File: src/rtl/des_subkey_sequencer.sv
// Iterative DES key schedule: one rotating C/D pair feeds a shared PC-2 and streams
// K1..K16 (or K16..K1) one subkey per valid/ready handshake.
//
// state | meaning
// IDLE  | waiting for a key, key_ready=1
// RUN   | streaming subkeys, C/D hold the schedule point of the subkey on offer
module des_subkey_sequencer #(
  parameter bit PARITY_CHECK = 1'b1,
  parameter bit OUT_REG      = 1'b1
) (
  input  logic        clk,
  input  logic        reset,
  input  logic        key_valid,
  output logic        key_ready,
  input  logic [63:0] key,
  input  logic        decrypt,
  input  logic        abort,
  output logic        sk_valid,
  input  logic        sk_ready,
  output logic [47:0] subkey,
  output logic [3:0]  sk_round,
  output logic        sk_last,
  output logic        key_parity_err
);

  localparam int PC1 [56] = '{
    57, 49, 41, 33, 25, 17,  9,  1, 58, 50, 42, 34, 26, 18,
    10,  2, 59, 51, 43, 35, 27, 19, 11,  3, 60, 52, 44, 36,
    63, 55, 47, 39, 31, 23, 15,  7, 62, 54, 46, 38, 30, 22,
    14,  6, 61, 53, 45, 37, 29, 21, 13,  5, 28, 20, 12,  4};

  localparam int PC2 [48] = '{
    14, 17, 11, 24,  1,  5,  3, 28, 15,  6, 21, 10,
    23, 19, 12,  4, 26,  8, 16,  7, 27, 20, 13,  2,
    41, 52, 31, 37, 47, 55, 30, 40, 51, 45, 33, 48,
    44, 49, 39, 56, 34, 53, 46, 42, 50, 36, 29, 32};

  typedef enum logic {IDLE = 1'b0, RUN = 1'b1} state_t;

  state_t      state, state_nx;
  logic [55:0] cd, cd_nx;
  logic [3:0]  idx, idx_nx;
  logic        dec, dec_nx;
  logic        perr, perr_nx;
  logic [4:0]  idx_ext;

  // Vectors use DES numbering: bit 1 is the MSB.
  function automatic logic [55:0] pc1(input logic [63:0] k);
    logic [55:0] r;
    for (int i = 0; i < 56; i++) r[55-i] = k[64-PC1[i]];
    return r;
  endfunction

  function automatic logic [47:0] pc2(input logic [55:0] v);
    logic [47:0] r;
    for (int i = 0; i < 48; i++) r[47-i] = v[56-PC2[i]];
    return r;
  endfunction

  function automatic logic [55:0] rotl(input logic [55:0] v, input logic two);
    logic [27:0] c, d;
    c = v[55:28];
    d = v[27:0];
    if (two) return {c[25:0], c[27:26], d[25:0], d[27:26]};
    return {c[26:0], c[27], d[26:0], d[27]};
  endfunction

  function automatic logic [55:0] rotr(input logic [55:0] v, input logic two);
    logic [27:0] c, d;
    c = v[55:28];
    d = v[27:0];
    if (two) return {c[1:0], c[27:2], d[1:0], d[27:2]};
    return {c[0], c[27:1], d[0], d[27:1]};
  endfunction

  // Shift schedule S[n]: only rounds 1, 2, 9 and 16 shift by one.
  function automatic logic shift_two(input logic [4:0] n);
    return !(n == 5'd1 || n == 5'd2 || n == 5'd9 || n == 5'd16);
  endfunction

  function automatic logic even_byte(input logic [63:0] k);
    logic e;
    e = 1'b0;
    for (int b = 0; b < 8; b++) if (!(^k[8*b +: 8])) e = 1'b1;
    return e;
  endfunction

  assign idx_ext   = {1'b0, idx};
  assign key_ready = (state == IDLE);
  assign sk_valid  = (state == RUN);

  always_comb begin
    state_nx = state;
    cd_nx    = cd;
    idx_nx   = idx;
    dec_nx   = dec;
    perr_nx  = perr;
    case (state)
      IDLE: begin
        if (key_valid) begin
          state_nx = RUN;
          cd_nx    = decrypt ? pc1(key) : rotl(pc1(key), 1'b0);
          idx_nx   = 4'd0;
          dec_nx   = decrypt;
          perr_nx  = PARITY_CHECK ? even_byte(key) : 1'b0;
        end
      end
      RUN: begin
        if (abort || (sk_ready && idx == 4'd15)) begin
          state_nx = IDLE;
        end else if (sk_ready) begin
          idx_nx = idx + 4'd1;
          // Decrypt walks the schedule backwards, undoing S[16], S[15], ...
          cd_nx  = dec ? rotr(cd, shift_two(5'd16 - idx_ext))
                       : rotl(cd, shift_two(idx_ext + 5'd2));
        end
      end
      default: state_nx = IDLE;
    endcase
  end

  always_ff @(posedge clk) begin
    if (reset) begin
      state <= IDLE;
      cd    <= '0;
      idx   <= '0;
      dec   <= 1'b0;
      perr  <= 1'b0;
    end else begin
      state <= state_nx;
      cd    <= cd_nx;
      idx   <= idx_nx;
      dec   <= dec_nx;
      perr  <= perr_nx;
    end
  end

  assign key_parity_err = perr;

  generate
    if (OUT_REG) begin : g_oreg
      logic [47:0] subkey_q;
      logic [3:0]  round_q;
      logic        last_q;
      always_ff @(posedge clk) begin
        if (reset) begin
          subkey_q <= '0;
          round_q  <= '0;
          last_q   <= 1'b0;
        end else begin
          subkey_q <= pc2(cd_nx);
          round_q  <= dec_nx ? 4'd15 - idx_nx : idx_nx;
          last_q   <= (idx_nx == 4'd15);
        end
      end
      assign subkey   = subkey_q;
      assign sk_round = round_q;
      assign sk_last  = last_q;
    end else begin : g_comb
      assign subkey   = pc2(cd);
      assign sk_round = dec ? 4'd15 - idx : idx;
      assign sk_last  = (idx == 4'd15);
    end
  endgenerate

endmodule
File: config.mk
export PLATFORM = sky130hd
export DESIGN_NAME = des_subkey_sequencer
export DESIGN_NICKNAME = d
export VERILOG_FILES = /design/src/rtl/des_subkey_sequencer.sv
export SDC_FILE = /design/constraint.sdc
export NUM_CORES = 1
export LEC_CHECK = 0
export ABC_AREA = 1
export CELL_PAD_IN_SITES_DETAIL_PLACEMENT = 1
export CELL_PAD_IN_SITES_GLOBAL_PLACEMENT = 1
export CORE_ASPECT_RATIO = 0.5
export CORE_MARGIN = 1
export CORE_UTILIZATION = 30
export DETAILED_ROUTE_END_ITERATION = 8
export HOLD_SLACK_MARGIN = 0.05
export PLACE_DENSITY_LB_ADDON = 0.12
export SLEW_MARGIN = 20
export SYNTH_ARGS = -nofsm -noshare
export SYNTH_HDL_FRONTEND = slang
export SYNTH_SLANG_ARGS = --single-unit
File: constraint.sdc
create_clock -name clk -period 3.4 [get_ports clk]
set_input_delay 0.51 -clock clk [delete_from_list [all_inputs] [get_ports clk]]
set_output_delay 0.51 -clock clk [all_outputs]
set_load 0.01 [all_outputs]
Word level (Yosys, flattened, before mapping)
Index checks and enable logic that the tools add are counted.
- divide/modulo/power cells: 0
- equal/unequal tests: 13
- $lt $le $gt $ge: 0
- muxes and demuxes: 36
- $add $sub $neg: 4
- $mul: 0
- shifts and indexed selects: 0
- bitwise gates (word level): 1
- reduce and logical (&&, ||, !) cells: 18
- operators by type and width (operator ; number):
    2-to-1 mux 56 bit ; 9
    case mux 56 bit (2 select lines) ; 1
    parity 8 bit ; 8
    2-to-1 mux 1 bit ; 20
    2-to-1 mux 4 bit ; 4
    == test 5 x 1 -> 1 bit, second input constant ; 2
    == test 5 x 2 -> 1 bit, second input constant ; 2
    == test 5 x 4 -> 1 bit, second input constant ; 2
    == test 5 bit, second input constant ; 2
    == test 4 bit, second input constant ; 2
    case mux 4 bit (2 select lines) ; 1
    logical OR 1 bit ; 7
    inequality test 2 bit, second input constant ; 3
    adder 4 x 2 -> 5 bit, second input constant ; 1
    subtractor 5 x 4 -> 5 bit, first input constant ; 1
    adder 4 x 1 -> 4 bit, second input constant ; 1
    subtractor 4 bit, first input constant ; 1
    AND reduction 3 bit ; 1
    case mux 1 bit (2 select lines) ; 1
    AND reduction 2 bit ; 1
    logical AND 1 bit ; 1
    NOT 1 bit ; 1
- memory bits (read-only): 0
- input bits: 70
- bits in registers: 116
- bits in latches: 0
- word-level logic and storage cells: 81
- bits in writable memories: 0
- output and inout bits: 56
- memories: 0

Depth between registers and ports, before layout
- word-level depth: 14
- depth in mapped cells: 13
- depth with buffers taken out: 11

Least setup slack after synthesis
OpenSTA, ideal clock, no wires.
- path kind: reg2reg
- start: register idx[1]
- end: register cd[3]
- arrival: 1.822 ns
- cell stages (with the launch flop): 10
- period minus slack after synthesis: 1.891 ns
- setup slack: 1.509 ns
- buffers on the path: 2
- library setup time: 0.070 ns
- required time: 3.330 ns
- path through: dfxtp_1 > inv_1 > ha_1 > inv_1 > clkbuf_1 > clkbuf_1 > nand3_1 > nand3_1 > nand3_1 > a21oi_1
- longest elaborated chain between the ends: 14
- elaborated cells on any way between the ends: 33
- classes of those cells: 2 x add/sub; 9 x eq/ne; 14 x mux; 8 x reduce/logical
- ends and longest elaborated chain (item ; RTL line ; text):
    start, declared ; 42 ; logic [3:0] idx, idx_nx;
    start signal, assigned ; 132 ; idx <= idx_nx;
    subtractor 5 x 4 -> 5 bit / adder 4 x 2 -> 5 bit (equally long branches) ; 114, 115 ;
    == test 5 x 1 -> 1 bit / == test 5 x 2 -> 1 bit (equally long branches) ; 78 ; return !(n == 5'd1 || n == 5'd2 || n == 5'd9 || n == 5'd16);
    logical OR 1 bit (3 in series) ; 78 ;
    2-to-1 mux 1 bit (on tied branches) ; 72, 64 ;
    2-to-1 mux 1 bit ; 111 ; end else if (sk_ready) begin
    2-to-1 mux 1 bit ; 109 ; if (abort || (sk_ready && idx == 4'd15)) begin
    2-to-1 mux 1 bit ; 98 ; case (state)
    2-to-1 mux 56 bit (on tied branches) ; 73, 65 ;
    2-to-1 mux 56 bit ; 114 ; cd_nx = dec ? rotr(cd, shift_two(5'd16 - idx_ext))
    2-to-1 mux 56 bit ; 111 ;
    2-to-1 mux 56 bit * ; 109 ;
    case mux 56 bit (2 select lines) * ; 98 ;
    end signal, assigned ; 131 ; cd <= cd_nx;
    end, declared ; 41 ; logic [55:0] cd, cd_nx;
Mark *: on every way between the ends. The rest lies on a longest branch, timed or not. The select of a mux whose other input is x is not followed.
A chain may end at the register's enable or synchronous reset.

Final worst setup path
- start: register idx[1]
- end: register cd[5]
Same word-level chain as after synthesis.

==> out/results.ini <==
[clock_tree]
cts_tree=built
postCtsSetupBuffers=0
cts_sinks=68
clk_pin_slew_ps=60
htreeDepth=3
clock_latency_ps=360
cts_resized=0
cts_buffers=9
cts_hold_buf=0
clk_path_buf_depth=2
root_buffer=clkbuf_16

[logic_synthesis]
syn_nets=1315
yosys.area.top_type=dfxtp_1
ys_ff_latch=68
syn_area_mm2=0.00724
synth-edff-count=0
postSynthCellCount=1238
yosys.cell_count.top_type=nand2_1
ys_seq_area_frac=0.188
synth_area_per_cell_um2=5.85
synth-main-ff-cell=dfxtp_1
synthTopCellsByArea=dfxtp_1 (19%), nand2_1 (17%), nand3_1 (17%)
synth_cell_type_count=26
synth_warnings=0
ys_async_sr_fraction=0
yosysTopAreaCellShare=0.188
ys_top_cells_by_count=nand2_1 (332), nand3_1 (241), a21oi_1 (113), dfxtp_1 (68), nor2_1 (66)

[cells_and_area]
fin_area_mm2=0.00846
fill_cells=3059
fin_cells=1547
nets=1312
n_antenna_cell=0
area_growth_pct=16.9
final_layout_size_suffix_gt1_frac=0.0419

[global_routing]
antenna_found_initial=0
grt_pass1_wl_um=51700
grt_max_degree=58
grt_pass1_vias=8365
grt_use_total=0.265
overflow=0

[routing]
drtAntennaViolNets=0
drt_iter0_drc=870
routed-via-count=8673
viasPerCell=5.61
drc=0
detailedRoute.firstPassIterationCount=5
routedWlPerCell_um=21.0
routed_wl_um=32500

[critical_path]
required_ps=3680
crit_path_start_kind=flip-flop
worstPathArrival_ps=2690
path_cells=inv_1 > ha_1 > nand2_1 > nand2_1 > nand3b_2 > buf_4 > nand4_1 > nand3_1 > nand3_1 > a21oi_1
r2r_setup_slack_ps=990
r2r_cells=10
slowest_stage=buf_4
cp_max_fo=56
worst_setup_path_end_kind=flip-flop
r2r-end=cd[5]
max_stage_delay_ps=610
timing.rr.start=idx[1]
critPathKind=reg -> reg

[pwr]
p_per_area_mw_per_mm2=391
p_leak_nw=3.28
p_total_mw=3.31
max-vdd-ir-drop_mv=0.202

[min_path]
worstHoldStart=cd[13]
hold_path_end=cd[13]
min_path_cells=2
hp-class=reg -> reg

[floorplanning]
die_y_um=112
core_area_mm2=0.0232
num_io_pins=126
die_w_um=222
die-area_mm2=0.0248
initial_utilization=0.312
rows=39

[timing]
min_period_ps=2410
holdWs_ps=583
hold_viol_final=0
setup_viol=0
relSlewSlack=0.427
slew_violations=0
finalCritPeriodShare=0.708
setup_tns_ps=0
fmax_ghz=0.415
fin_worst_skew_ps=13.2
max_slew.worst_pin.slew_ps=859
rsz0062_at_grt=false

[placed_design]
dp_hpwl_um=21900
numPortBuffers=125
routabilityCongestion=0.848
dpl-instance-area_mm2=0.00814
dp.cells=1531

[status]
status=complete, no violations

[flow_run]
maxCapViolCount=0

## sequential cells by signal (all words and copies together) (netlist names)
register,flops
idx,4
sk_round,4
subkey,1
sk_last,1
key_parity_err,1
sk_valid,1
dec,1
cd,55
## how the worst max path moves through the flow
stage | depth (start not counted) | start | slack [ps] | endpoint
finish | 10 | idx[1] | 990 | cd[5]
CTS | 10 | idx[1] | 1010 | cd[10]
detailed placement | 10 | sk_ready | 780 | sk_round[0]
global route | 10 | idx[1] | 790 | cd[22]
floorplan | 9 | idx[1] | 1510 | cd[3]
global placement | 10 | sk_ready | 850 | sk_round[0]
## layer usage
| layer | global-route usage | vias up | share of wire |
|---|---|---|---|
| met4 | 0.0435 | 0 | 0.0088 |
| met5 | 0 | - | 0 |
| li1 | - | 4082 | - |
| met2 | 0.370 | 291 | 0.40 |
| met3 | 0.0388 | 21 | 0.063 |
| met1 | 0.421 | 4279 | 0.53 |
## critical path, delay by kind of cell, from the launching register on
| family | cells | cell delay [ps] |
|---|---|---|
| AND/OR/NAND/NOR | 6 | 650 |
| buffers and inverters | 2 | 780 |
| flip-flops | 1 | 480 |
| adder cells (fa/ha/maj) | 1 | 260 |
| AO/OA/AOI/OAI | 1 | 140 |
## metrics by stage
stage	setup WS (ps)	util
final	991	0.364
after global routing	792	0.364
after CTS	1010	0.364
after detailed placement	783	0.351
after global placement	854	0.351
after floorplan	1510	-
## cell usage in the layout (no fill, tap or decap), drive strengths merged
cell / n
nand2: 335
nand3: 241
clkdlybuf4s50: 124
a21oi: 113
dfxtp: 68
nor2: 67
o21ai: 67
nand4: 60
xnor2: 46
inv: 36
xor2: 26
buf: 22
clkbuf: 10
ha: 7
nand2b: 6
clkinv: 4
bufinv: 2
clkinvlp: 2
nor3: 1
o21a: 1
and2: 1
nand3b: 1
## power breakdown
part           internal, mW  switching [mW]
Combinational         0.479           0.793
Clock                 0.643           0.411
Sequential            0.865           0.121
Total                  1.99            1.32
## final cells by class
type                            count  area, µm²  area share
Clock buffer                       10        229      0.0271
Clock inverter                      6       88.8      0.0105
Inverter                           38        143      0.0169
Multi-Input combinational cell    972       4810       0.569
Sequential cell                    68       1360       0.161
Tap cell                          307        384      0.0454
Timing Repair Buffer              146       1440       0.170
## cells by family after synthesis
family | synth area share
simple gates | 0.438
buf+inv | 0.148
fa+ha+maj | 0.0121
flops | 0.188
compound gates | 0.126
xor+xnor | 0.0871
(Power assumes the default switching activity.)
